===== src/rtl/glyph_slot_table.sv =====
// CPU-written glyph slot table with end-of-field commit and a 2-cycle raster hit pipeline.
// Shadow slots take Avalon writes; the active copy drives hit detection and changes only at commit.
module glyph_slot_table #(
    parameter int NUM_SLOTS  = 8,
    parameter int GLYPH_SIZE = 16
) (
    input  logic        clk50,
    input  logic        reset_n,
    input  logic        chipselect,
    input  logic        write,
    input  logic        read,
    input  logic [3:0]  address,
    input  logic [31:0] writedata,
    output logic [31:0] readdata,
    input  logic [10:0] hcount,
    input  logic [9:0]  vcount,
    input  logic        end_of_field,
    output logic        glyph_show,
    output logic [3:0]  glyph_code,
    output logic [7:0]  glyph_addr
);

    localparam int          LOG_G = $clog2(GLYPH_SIZE);
    localparam logic [10:0] G11   = 11'(GLYPH_SIZE);

    logic                 r_sh_en   [NUM_SLOTS];
    logic [9:0]           r_sh_x    [NUM_SLOTS];
    logic [9:0]           r_sh_y    [NUM_SLOTS];
    logic [3:0]           r_sh_code [NUM_SLOTS];
    logic                 r_act_en  [NUM_SLOTS];
    logic [9:0]           r_act_x   [NUM_SLOTS];
    logic [9:0]           r_act_y   [NUM_SLOTS];
    logic [3:0]           r_act_code[NUM_SLOTS];
    logic                 r_pending;
    logic [15:0]          r_frame_count;
    logic [31:0]          r_readdata;

    logic [9:0]           r_px_p0, r_py_p0;
    logic [9:0]           r_px_p1, r_py_p1;
    logic [NUM_SLOTS-1:0] r_hit_p1;

    logic                 w_wr;
    logic                 w_commit;
    logic [31:0]          w_rdata;
    logic [NUM_SLOTS-1:0] w_hit;
    logic                 w_found;
    logic [3:0]           w_code;
    logic [9:0]           w_dx, w_dy;
    logic [15:0]          w_addr16;
    logic                 w_unused_ok;

    assign w_wr        = chipselect && write;
    // Commit uses pending as registered before this cycle, so a CTRL write now waits for the next field.
    assign w_commit    = end_of_field && r_pending;
    assign readdata    = r_readdata;
    assign w_unused_ok = ^{writedata[30], writedata[9:4], hcount[0]};

    always_comb begin
        w_rdata = '0;
        if (address == 4'd8)
            w_rdata = {r_frame_count, 15'd0, r_pending};
        for (int i = 0; i < NUM_SLOTS; i++) begin
            if (address == 4'(i))
                w_rdata = {r_sh_en[i], 1'b0, r_sh_y[i], r_sh_x[i], 6'd0, r_sh_code[i]};
        end
    end

    always_ff @(posedge clk50) begin
        if (!reset_n) begin
            for (int i = 0; i < NUM_SLOTS; i++) begin
                r_sh_en[i]    <= 1'b0;
                r_sh_x[i]     <= '0;
                r_sh_y[i]     <= '0;
                r_sh_code[i]  <= '0;
                r_act_en[i]   <= 1'b0;
                r_act_x[i]    <= '0;
                r_act_y[i]    <= '0;
                r_act_code[i] <= '0;
            end
            r_pending     <= 1'b0;
            r_frame_count <= '0;
            r_readdata    <= '0;
        end else begin
            if (end_of_field)
                r_frame_count <= r_frame_count + 16'd1;
            if (w_wr && address == 4'd8 && writedata[0])
                r_pending <= 1'b1;
            else if (w_commit)
                r_pending <= 1'b0;
            for (int i = 0; i < NUM_SLOTS; i++) begin
                if (w_commit) begin
                    r_act_en[i]   <= r_sh_en[i];
                    r_act_x[i]    <= r_sh_x[i];
                    r_act_y[i]    <= r_sh_y[i];
                    r_act_code[i] <= r_sh_code[i];
                end
                if (w_wr && address == 4'(i)) begin
                    r_sh_en[i]   <= writedata[31];
                    r_sh_y[i]    <= writedata[29:20];
                    r_sh_x[i]    <= writedata[19:10];
                    r_sh_code[i] <= writedata[3:0];
                end
            end
            if (chipselect && read)
                r_readdata <= w_rdata;
        end
    end

    // Stage p0 -> p1: per-slot window test with 11-bit upper bounds so x/y near 1023 never wrap.
    always_comb begin
        for (int i = 0; i < NUM_SLOTS; i++) begin
            w_hit[i] = r_act_en[i]
                && (r_px_p0 >= r_act_x[i]) && ({1'b0, r_px_p0} < ({1'b0, r_act_x[i]} + G11))
                && (r_py_p0 >= r_act_y[i]) && ({1'b0, r_py_p0} < ({1'b0, r_act_y[i]} + G11));
        end
    end

    // Stage p1 -> p2: descending scan leaves the lowest hitting index as the winner.
    always_comb begin
        w_found = 1'b0;
        w_code  = '0;
        w_dx    = '0;
        w_dy    = '0;
        for (int i = NUM_SLOTS - 1; i >= 0; i--) begin
            if (r_hit_p1[i]) begin
                w_found = 1'b1;
                w_code  = r_act_code[i];
                w_dx    = r_px_p1 - r_act_x[i];
                w_dy    = r_py_p1 - r_act_y[i];
            end
        end
        w_addr16 = ({6'd0, w_dy} << LOG_G) | {6'd0, w_dx};
    end

    always_ff @(posedge clk50) begin
        r_px_p0 <= hcount[10:1];
        r_py_p0 <= vcount;
        r_px_p1 <= r_px_p0;
        r_py_p1 <= r_py_p0;
        if (!reset_n) begin
            r_hit_p1   <= '0;
            glyph_show <= 1'b0;
            glyph_code <= '0;
            glyph_addr <= '0;
        end else begin
            r_hit_p1   <= w_hit;
            glyph_show <= w_found;
            glyph_code <= w_code;
            glyph_addr <= w_found ? w_addr16[7:0] : 8'd0;
        end
    end

endmodule

===== config.mk =====
export PLATFORM = sky130hd
export DESIGN_NAME = glyph_slot_table
export DESIGN_NICKNAME = d
export VERILOG_FILES = /design/src/rtl/glyph_slot_table.sv
export SDC_FILE = /design/constraint.sdc
export NUM_CORES = 1
export LEC_CHECK = 0
export CAP_MARGIN = 20
export CORE_ASPECT_RATIO = 0.9
export CORE_MARGIN = 4
export CORE_UTILIZATION = 36
export DETAILED_ROUTE_END_ITERATION = 12
export DONT_BUFFER_PORTS = 1
export GPL_ROUTABILITY_DRIVEN = 0
export PLACE_DENSITY_LB_ADDON = 0.05
export RECOVER_POWER = 25
export REMOVE_ABC_BUFFERS = 1
export SYNTH_ARGS = -nofsm -noshare
export SYNTH_HDL_FRONTEND = slang
export SYNTH_SLANG_ARGS = --single-unit

===== constraint.sdc =====
create_clock -name clk50 -period 7.54 [get_ports clk50]
set_clock_uncertainty 0.1 [all_clocks]
set_input_delay 1.508 -clock clk50 [delete_from_list [all_inputs] [get_ports clk50]]
set_output_delay 1.508 -clock clk50 [all_outputs]
set_load 0.005 [all_outputs]

# Word level (Yosys, flattened, before mapping)
# Memory sizes are Yosys's and may differ from the RTL's.
# Index checks and enable logic that the tools add are counted.
[totals]
inputBits = 63
memories = 8
out_inout_bits = 45
word_cells = 340
mem_bits_ro = 0
ff_bits = 102
latch_bits = 0
ramBits = 400
[mem_list]
columns = ["memory", "depth", "word_bits", "read_ports", "rd_clocked_by_memory_dff", "wr", "line_no", "rtl"]
rows = [
  ["r_act_x", 8, 10, 8, 0, 8, "31", "logic [9:0] r_act_x [NUM_SLOTS];"],
  ["r_act_y", 8, 10, 8, 0, 8, "32", "logic [9:0] r_act_y [NUM_SLOTS];"],
  ["r_sh_x", 8, 10, 8, 0, 8, "27", "logic [9:0] r_sh_x [NUM_SLOTS];"],
  ["r_sh_y", 8, 10, 8, 0, 8, "28", "logic [9:0] r_sh_y [NUM_SLOTS];"],
  ["r_act_code", 8, 4, 8, 0, 8, "33", "logic [3:0] r_act_code[NUM_SLOTS];"],
  ["r_sh_code", 8, 4, 8, 0, 8, "29", "logic [3:0] r_sh_code [NUM_SLOTS];"],
  ["2 more memories", "n/a", "n/a", "n/a", "n/a", "n/a", "n/a", ""],
]
[classes]
mux = 135
shifts = 0
n_mul = 0
n_reduce_logical = 48
div_mod_pow = 0
n_eq_ne = 8
addsub = 33
bitwise = 65
n_lt_le_gt_ge = 32
[op_table]
columns = ["op", "n"]
rows = [
  ["two-way mux 10 bit", 32],
  ["two-way mux 32 bit", 9],
  ["adder 10 x 5 -> 11 bit, second input constant", 16],
  ["< comparator 10 x 11 -> 1 bit", 16],
  ["greater-or-equal comparator 10 bit", 16],
  ["two-way mux 4 bit", 32],
  ["two-way mux 8 bit", 8],
  ["bitwise OR 1 bit", 64],
  ["subtractor 8 bit", 8],
  ["two-way mux 1 bit", 54],
  ["logical AND 1 bit", 45],
  ["subtractor 4 bit", 8],
  ["adder 16 x 1 -> 16 bit, second input constant", 1],
  ["equality test 4 x 3 -> 1 bit, second input constant", 4],
  ["equality test 4 x 2 -> 1 bit, second input constant", 2],
  ["bitwise OR 8 bit", 1],
  ["equality test 4 x 1 -> 1 bit, second input constant", 1],
  ["equality test 4 bit, second input constant", 1],
  ["logical NOT 4 bit", 1],
  ["AND reduction 2 bit", 1],
  ["nonzero test 2 bit", 1],
]

# Logic depth before layout (Yosys ltp)
# Gate-level depths: netlist of the first run.
# An unclocked memory read counts as a cell.
[logic_depth]
word_depth = 11
ltp_mapped = 12
depth_no_buf = 12

# Least setup slack after synthesis of the first run
# No wires, ideal clock.
[synth_timing]
path_kind = "input -> register"
start = "input port reset_n"
end = "memory r_act_code[0][0] (enable)"
arrival_time_ps = 5613
stages = 4
n_path_buf = 3
slack_ps = 243
t_required_ps = 5855
setup_time_ps = 1585
cell_sequence = "clkbuf_1 -> clkbuf_1 -> clkbuf_1 -> nand2_1"
[synth_rtl]
columns = ["element", "line_no", "rtl"]
rows = [
  ["from (decl)", "8", "input logic reset_n,"],
  ["to (decl)", "33", ""],
]

==> impl_metrics.env, run 1 <==
export IMPL_yosysSeqAreaShare_pct=47.2
export IMPL_die_width_um=310
export IMPL_crit_required_ns=7.86
export IMPL_seqPwrFrac_pct=46.0
export IMPL_die_area_mm2=0.0865
export IMPL_r2r_end="r_act_y[0][38]"
export IMPL_setup_tns_ns=0
export IMPL_criticalPathCategory="in2reg"
export IMPL_cts_root_buffer="clkbuf_16"
export IMPL_layout_drive_gt1_share_pct=5.51
export IMPL_crit_arrival_ns=5.01
export IMPL_ys_seq_elements=496
export IMPL_power_per_cell_area_mw_per_mm2=214
export IMPL_synth_top_cells_by_area="edfxtp_1, ha_1, dfxtp_1"
export IMPL_layout_min_cycle_time_ns=4.69
export IMPL_placed_area_mm2=0.0308
export IMPL_power_frac_comb_pct=11.7
export IMPL_slew_headroom_pct=-85.3
export IMPL_tightest_slew_ns=2.78
export IMPL_max_cap_violations=4
export IMPL_wl_per_cell_um=27.3
export IMPL_cts_setup_buffers=0
export IMPL_antenna_found_initial=14
export IMPL_synth_compound_area_share_pct=12.4
export IMPL_synthAdderAreaFrac_pct=16.1
export IMPL_syn_area_mm2=0.0295
export IMPL_r2r_slack_ns=3.22
export IMPL_grt_usage_pct=24.4
export IMPL_clkPwrFrac_pct=42.4
export IMPL_synth_top_cell_area_share_pct=40.5
export IMPL_min_from="r_px_p0[0]"
export IMPL_cts_sinks=496
export IMPL_post_route_period_util_pct=62.2
export IMPL_synth_xor_area_share_pct=4.49
export IMPL_synth_flop_cell="edfxtp_1"
export IMPL_dp_hpwl_um=77500
export IMPL_post_place_ws_ns=3.15
export IMPL_fmax_mhz=213
export IMPL_hold_depth=0
export IMPL_rows=99
export IMPL_core_mm2=0.0811
export IMPL_r2r_cells=5
export IMPL_stdcell_area_mm2=0.0328
export IMPL_grt_first_pass_wirelength_um=151000
export IMPL_critPathCaptureType="register"
export IMPL_hold_violations=0
export IMPL_tritoncts="built"
export IMPL_vdd_drop_max_mv=0.164
export IMPL_synthMuxAreaShare_pct=0.743
export IMPL_ant_nets=0
export IMPL_hold_path_class="reg2reg"
export IMPL_htree_num_levels=2
export IMPL_vias=21700
export IMPL_p_leak_uw=0.0128
export IMPL_rsz0062_at_grt="false"
export IMPL_wl_um=106000
export IMPL_p_total_uw=7030
export IMPL_swShare_pct=26.3
export IMPL_synth_top_family_by_area="adder cells"
export IMPL_num_io_pins=108
export IMPL_synth_largest_area_cell="edfxtp_1"
export IMPL_drc_errors=0
export IMPL_cts_clk_slew_worst_paths_ns=0.05
export IMPL_avgSynthCellArea_um2=10.7
export IMPL_grt_ovfl_total=0
export IMPL_fillers=7865
export IMPL_area_growth_pct=11.3
export IMPL_crit_fanout=120
export IMPL_synth_warnings=0
export IMPL_fin_util_pct=40.4
export IMPL_worstSkewPairLatency_ns=0.66
export IMPL_final_net_count=3212
export IMPL_intPower_uw=5180
export IMPL_setup_viol=0
export IMPL_hold_buffers=0
export IMPL_multi_input_area_mm2=0.0143
export IMPL_syn_inst=2761
export IMPL_first_pass_iters=7
export IMPL_avgViaCountPerCell=5.56
export IMPL_async_flop_share_pct=0
export IMPL_die_y_um=279
export IMPL_clock_path_buffers=3
export IMPL_seq_area_mm2=0.0139
export IMPL_r2r_start="r_pending"
export IMPL_violations="max-capacitance violations, max-slew violations"
export IMPL_ctsResizeCount=0
export IMPL_start_kind="primary input"
export IMPL_min_to="r_px_p1[0]"
export IMPL_outcome="finished, violations left"
export IMPL_synth_most_common_cell="edfxtp_1"
export IMPL_grt_pass1_vias=21700
export IMPL_finalWorstSetupSlack_ns=2.85
export IMPL_synth_edf_count=398
export IMPL_ys_top_cells_by_count="edfxtp_1, ha_1, nor2_1, inv_1, and2_1"
export IMPL_synth_simple_gate_area_share_pct=14.7
export IMPL_start_util_pct=36.3
export IMPL_synthDistinctLibCells=77
export IMPL_grt_start_max_net_pins=123
export IMPL_numCtsBuffers=58
export IMPL_drv_slew=150
export IMPL_drt_iter0_drc=2299
export IMPL_port_buffers=0
export IMPL_p_switching_uw=1850
## logic make-up (layout without fill, tap and decap cells)
family | Yosys count | after routing
multiplexers | 13 | 13
AO/OA/AOI/OAI | 558 | 558
AND/OR/NAND/NOR | 851 | 851
buffers and inverters | 321 | 384
XOR/XNOR | 151 | 151
flip-flops | 496 | 496
adder cells (fa/ha/maj) | 370 | 370
other | 1 | 9
## state kept, by name, summed over array words and instances, names as in the netlist, 4 cells and up
register       flops
r_act_x           80
r_act_y           80
r_sh_x            80
r_sh_y            80
r_act_code        32
r_sh_code         32
readdata          26
r_frame_count     16
r_px_p0           10
r_py_p0           10
glyph_addr         8
r_act_en           8
r_hit_p1           8
r_px_p1            8
r_sh_en            8
glyph_code         4
r_py_p1            4
## how the worst max path moves through the flow
stage | start | to | slack [ns] | depth (start not counted)
after floorplan | end_of_field | r_act_code[0][0] | 1.04 | 2
after global placement | address[2] | r_sh_y[0][36] | 3.17 | 6
after detailed placement | address[2] | r_sh_y[0][36] | 3.15 | 6
after CTS | r_px_p1[1] | glyph_addr[6] | 3.80 | 10
after global routing | end_of_field | r_act_y[0][38] | 2.56 | 5
final | reset_n | r_act_y[0][38] | 2.85 | 5
## through the flow
stage,hold WS [ns],std cells
after global routing,0.266,3889
after floorplan,0.231,2671
final,0.254,3892
after global placement,0.244,3777
after CTS,0.255,3887
after detailed placement,0.243,3777
## routing by layer
metal | track usage [%] | wire, µm | vias up
li1 | - | - | 10000
met3 | 5.13 | 9010 | 127
met4 | 6.04 | 2510 | 2
met5 | 0 | 12 | -
met1 | 36.6 | 50400 | 10700
met2 | 35.7 | 44400 | 781
## cells in the final DEF (no fill, tap or decap), types with 36 or more instances in the layout
master	n
and2_0	52
inv_1	223
and2_1	152
nor3_1	42
dfxtp_1	98
o21ai_0	133
edfxtp_1	398
nand2_1	132
nor2b_1	49
clkbuf_16	58
xnor2_1	121
nor2_1	225
ha_1	354
nand3_1	104
a21oi_1	140
buf_4	39
o21a_1	36
## power by group through the flow
stage	clock network, µW	registers, µW	logic (µW)
after global routing	3160	3240	919
after detailed placement	0	3290	819
after CTS	3040	3230	824
final	2980	3230	820
after floorplan	0	3230	553
after global placement	0	3280	799
## cell type report
cell class / instances / share of cell area (%)
repair buffers: 48 / 1.11
clock inverters: 29 / 1.21
clock buffers: 81 / 4.90
diodes: 3 / 0.0229
inverters: 226 / 2.59
flip-flops and latches: 496 / 42.4
well taps: 1060 / 4.04
multi-input cells: 1949 / 43.7
## worst max-delay path, cell delays in order
cell      delay (ns)
inv_1           0.07
nor2_4          0.10
clkbuf_1        1.96
buf_4           0.83
and2_1          0.45
No activity file was read; power rests on OpenSTA's default activity.
==> run 2, diff against run 1 <==
==> constraint.sdc (replaced) <==
create_clock -name clk50 -period 4.1 [get_ports clk50]
set_clock_uncertainty 0.1 [all_clocks]
set_input_delay 0.82 -clock clk50 [delete_from_list [all_inputs] [get_ports clk50]]
set_output_delay 0.82 -clock clk50 [all_outputs]
set_load 0.005 [all_outputs]
==> run 2 against run 1 <==
- the flow still finishes with violations (max-capacitance violations, max-slew violations)
- power rose by 83%
- non-clock buffer count grew 28
- critical path type is now reg2reg
- flip-flop and latch count stayed put
- die area unchanged
- worst setup slack worse by 1.9 ns
- utilization grew 0.18 points
- highest routed layer unchanged
- wire length about the same
- combinational power up 85%
==> impl_metrics.env, run 2 (synthesis gave the netlist of run 1 again) <==
export IMPL_cts_setup_buffers=0
export IMPL_wl_per_cell_um=27.2
export IMPL_drc_errors=0
export IMPL_fin_cells=3915
export IMPL_grt_usage_pct=24.4
export IMPL_layout_min_cycle_time_ns=3.14
export IMPL_port_buffers=0
export IMPL_grt_pass1_vias=21700
export IMPL_dp_hpwl_um=79800
export IMPL_rows=99
export IMPL_slew_headroom_pct=-45.4
export IMPL_hold_violations=0
export IMPL_mostFrequentLayoutCell="edfxtp_1"
export IMPL_crit_required_ns=4.53
export IMPL_area_growth_pct=11.8
export IMPL_post_place_ws_ns=1.10
export IMPL_insertedDiodeCount=0
export IMPL_outcome="finished, violations left"
export IMPL_drt_iter0_drc=2014
export IMPL_grt_first_pass_wirelength_um=151000
export IMPL_criticalPathCategory="reg2reg"
export IMPL_final_net_count=3239
export IMPL_cts_sinks=496
export IMPL_die_area_mm2=0.0865
export IMPL_critPathCaptureType="register"
export IMPL_core_mm2=0.0811
export IMPL_worstSkewPairLatency_ns=0.66
export IMPL_fmax_mhz=319
export IMPL_rsz0062_at_grt="false"
export IMPL_cts_root_buffer="clkbuf_16"
export IMPL_cts_clk_slew_worst_paths_ns=0.06
export IMPL_htree_num_levels=2
export IMPL_start_util_pct=36.3
export IMPL_seq_area_mm2=0.0139
export IMPL_placed_area_mm2=0.0310
export IMPL_ant_nets=0
export IMPL_min_to="r_py_p0[6]"
export IMPL_avgViaCountPerCell=5.58
export IMPL_die_y_um=279
export IMPL_hold_depth=0
export IMPL_fillers=7745
export IMPL_antenna_found_initial=9
export IMPL_layout_common_cells="edfxtp_1, ha_1, nor2_1"
export IMPL_power_per_cell_area_mw_per_mm2=389
export IMPL_r2r_slack_ns=0.96
export IMPL_vias=21800
export IMPL_die_width_um=310
export IMPL_placed_cells=3807
export IMPL_r2r_cells=10
export IMPL_violations="max-capacitance violations, max-slew violations"
export IMPL_wl_um=106000
export IMPL_hold_path_class="in2reg"
export IMPL_vdd_drop_max_mv=0.344
export IMPL_tightest_slew_ns=2.18
export IMPL_multi_input_area_mm2=0.0143
export IMPL_drv_slew=78
export IMPL_setup_viol=0
export IMPL_post_route_period_util_pct=76.5
export IMPL_numCtsBuffers=57
export IMPL_crit_arrival_ns=3.57
export IMPL_stdcell_area_mm2=0.0329
export IMPL_num_io_pins=108
export IMPL_clock_path_buffers=3
export IMPL_p_leak_uw=0.0129
export IMPL_r2r_end="r_hit_p1[6]"
export IMPL_grt_ovfl_total=0
export IMPL_crit_fanout=9
export IMPL_tritoncts="built"
export IMPL_finalWorstSetupSlack_ns=0.963
export IMPL_hold_buffers=0
export IMPL_start_kind="register"
export IMPL_min_from="vcount[6]"
export IMPL_first_pass_iters=6
export IMPL_grt_start_max_net_pins=121
export IMPL_ctsResizeCount=0
export IMPL_max_cap_violations=3
export IMPL_layout_drive_gt1_share_pct=6.44
export IMPL_r2r_start="r_px_p0[1]"
## run 2: cell types whose count changed in the layout (fill, tap and decap cells not counted), moves of 3 or more
| cell | delta |
|---|---|
| and2_0 | -16 |
| and2_1 | +16 |
| buf_4 | +22 |
| bufinv_16 | -3 |
| clkbuf_8 | +3 |
| clkinv_4 | +4 |
| diode_2 | -3 |
## run 2: metrics by stage
step	util, %	power [µW]	TNS (ns)	hold slack, ns
6_report	40.6	12800	0	0.0917
5_1_grt	40.6	13400	0	0.0527
4_1_cts	40.7	13000	0	0.0423
3_5_place_dp	38.3	7580	0	0.256
3_3_place_gp	38.3	7540	0	0.256
2_1_floorplan	-	6960	-408.21	0.231
## run 2: report_power, final
group / leakage (µW) / internal (µW) / switching [µW]
Clock: 0.000951 / 3080 / 2280
Sequential: 0.00476 / 5690 / 264
Combinational: 0.00724 / 601 / 918
## run 2: final cells by class
class	instances	share of cell area, %
clock buffer	77	4.86
inverter	226	2.57
clock inverter	31	1.11
timing repair buffer	76	1.71
tap	1060	4.03
multi-input combinational	1949	43.5
sequential	496	42.2
## run 2: per-layer routing
| layer | global-route usage, % | up-vias | wire (µm) |
|---|---|---|---|
| met5 | 0 | - | 32 |
| met4 | 5.30 | 4 | 2320 |
| met3 | 5.56 | 132 | 8730 |
| met2 | 35.9 | 770 | 44500 |
| met1 | 36.5 | 10900 | 50900 |
| li1 | - | 10100 | - |
## run 2: worst max-delay path by stage
stage                       startpoint               end  slack (ns)  depth (start not counted)
after floorplan           end_of_field  r_act_code[0][0]       -1.71                          2
after global placement      r_py_p1[1]     glyph_addr[6]        1.08                          9
after detailed placement    r_py_p1[1]     glyph_addr[6]        1.10                          9
after CTS                   r_py_p1[1]     glyph_addr[6]        1.05                          9
after global routing        r_px_p0[1]       r_hit_p1[6]        0.67                         10
final                       r_px_p0[1]       r_hit_p1[6]        0.96                         10
## run 2: critical path, stage by stage (launching register included)
cell	delay, ns
dfxtp_1	0.30
clkbuf_1	0.53
ha_1	0.36
nor2b_1	0.14
o21a_1	0.16
o21ai_0	0.29
a21oi_1	0.17
o21a_1	0.19
o21ai_0	0.19
o2111ai_1	0.29
nor4b_1	0.33
==> run 3, diff against run 2 <==
==> constraint.sdc (replaced) <==
create_clock -name clk50 -period 2.6 [get_ports clk50]
set_clock_uncertainty 0.1 [all_clocks]
set_input_delay 0.52 -clock clk50 [delete_from_list [all_inputs] [get_ports clk50]]
set_output_delay 0.52 -clock clk50 [all_outputs]
set_load 0.005 [all_outputs]
==> run 3 against run 2 <==
- the run still ends with max-capacitance violations, max-slew violations left
- wire length increased by 3.6%
- global-route usage increased by 0.82 points
- utilization increased by 2.2 points
- highest routed layer is now met4
==> impl_metrics.env, run 3 (synthesis gave the netlist of run 1 again) <==
export IMPL_p_total_uw=20600
export IMPL_rows=99
export IMPL_port_buffers=0
export IMPL_start_kind="register"
export IMPL_fillers=7670
export IMPL_stdcell_area_mm2=0.0347
export IMPL_drv_slew=17
export IMPL_outcome="finished, violations left"
export IMPL_first_pass_iters=6
export IMPL_die_y_um=279
export IMPL_grt_ovfl_total=0
export IMPL_antenna_found_initial=8
export IMPL_mostFrequentLayoutCell="edfxtp_1"
export IMPL_tightest_slew_ns=1.65
export IMPL_violations="max-capacitance violations, max-slew violations"
export IMPL_layout_drive_gt1_share_pct=12.6
export IMPL_vias=22500
export IMPL_setup_viol=0
export IMPL_crit_fanout=4
export IMPL_tritoncts="built"
export IMPL_dp_hpwl_um=82500
export IMPL_layout_min_cycle_time_ns=2.59
export IMPL_worstSkewPairLatency_ns=0.65
export IMPL_hold_violations=0
export IMPL_insertedDiodeCount=0
export IMPL_numCtsBuffers=58
export IMPL_layout_common_cells="edfxtp_1, ha_1, nor2_1"
export IMPL_ant_nets=0
export IMPL_p_leak_uw=0.0139
export IMPL_avgViaCountPerCell=5.51
export IMPL_crit_arrival_ns=3.03
export IMPL_grt_usage_pct=25.2
export IMPL_grt_first_pass_wirelength_um=157000
export IMPL_power_per_cell_area_mw_per_mm2=593
export IMPL_max_cap_violations=1
export IMPL_wl_um=110000
export IMPL_crit_required_ns=3.04
export IMPL_grt_start_max_net_pins=78
export IMPL_core_mm2=0.0811
export IMPL_slew_headroom_pct=-10.3
export IMPL_drt_iter0_drc=2092
export IMPL_clock_path_buffers=3
export IMPL_htree_num_levels=2
export IMPL_post_route_period_util_pct=99.8
export IMPL_cts_clk_slew_worst_paths_ns=0.07
export IMPL_placed_area_mm2=0.0323
export IMPL_area_growth_pct=17.9
export IMPL_die_width_um=310
export IMPL_start_util_pct=36.3
export IMPL_hold_path_class="in2reg"
export IMPL_rsz0062_at_grt="true"
export IMPL_wl_per_cell_um=27.0
export IMPL_drc_errors=0
export IMPL_final_net_count=3414
export IMPL_cts_root_buffer="clkbuf_16"
export IMPL_critPathCaptureType="register"
export IMPL_vdd_drop_max_mv=0.493
export IMPL_grt_pass1_vias=22800
export IMPL_die_area_mm2=0.0865
export IMPL_num_io_pins=108
export IMPL_fmax_mhz=385
export IMPL_cts_sinks=496
export IMPL_criticalPathCategory="reg2reg"
run 3: cell types whose count changed in the layout (fill, tap and decap cells not counted), sizes merged:
cell	delta
dlygate4sd3	+27
clkinvlp	-2
buf	+144
inv	+1
clkinv	+4
run 3: area by class of cell:
class                   instances  area (µm²)  share of cell area (%)
clock buffers                  74        1580                    4.55
clock inverters                34         365                    1.05
inverters                     226         857                    2.47
multi-input cells            1949       14600                    41.9
flip-flops and latches        496       13900                    40.1
well taps                    1060        1330                    3.82
repair buffers                250        2140                    6.15
run 3: layer usage:
layer,share of wire (%),up-vias,global-route usage (%)
li1,-,10400,-
met1,48,11200,37.9
met3,8.3,148,5.50
met4,2.1,0,5.52
met2,42,779,37.1
met5,0,-,0
run 3: final timing paths:
check,start,endpoint,slack (ns),cells after the start
max reg2reg,r_px_p1[1],glyph_addr[7],0.005,10
min reg2reg,r_px_p0[0],r_px_p1[0],0.26,0
min,reset_n,r_act_code[1][12],0.08,1
max,r_px_p1[1],glyph_addr[7],0.005,10
run 3: repair_timing:
item                                   4_1_cts  5_1_grt
setup endpoints to repair                   10       12
buffers inserted                             1       10
pin swaps                                    6       27
hold buffers                                28        0
endpoints found under the hold margin       67        0
resized for setup                           17       67
run 3: through the flow:
step                setup TNS [ns]  hold slack [ns]  utilization (%)  instances  setup slack, ns
floorplan                  -873.82            0.231                -       2671            -2.91
global placement            -0.543            0.261             39.8       3942           -0.188
detailed placement          -0.762            0.248             39.8       3942           -0.206
CTS                        -0.0817          0.00105             42.6       4079          -0.0422
global route                -0.193           0.0274             42.8       4089           -0.101
finish                           0           0.0805             42.8       4089          0.00518
run 3: worst max-delay path, stage by stage (launching register included):
cell and delay, ns:
dfxtp_4 0.36, buf_6 0.11, ha_4 0.22, nor2b_4 0.13, o2111ai_2 0.17, nand3_2 0.13, o41a_1 0.35, xnor2_1 0.15
o31a_1 0.25, a221o_1 0.35, a221oi_2 0.21
run 3: where the power goes:
| group | leakage, µW | internal [µW] | switching, µW |
|---|---|---|---|
| Combinational | 0.00818 | 1210 | 1630 |
| Sequential | 0.00476 | 8980 | 385 |
| Clock | 0.000957 | 4820 | 3570 |
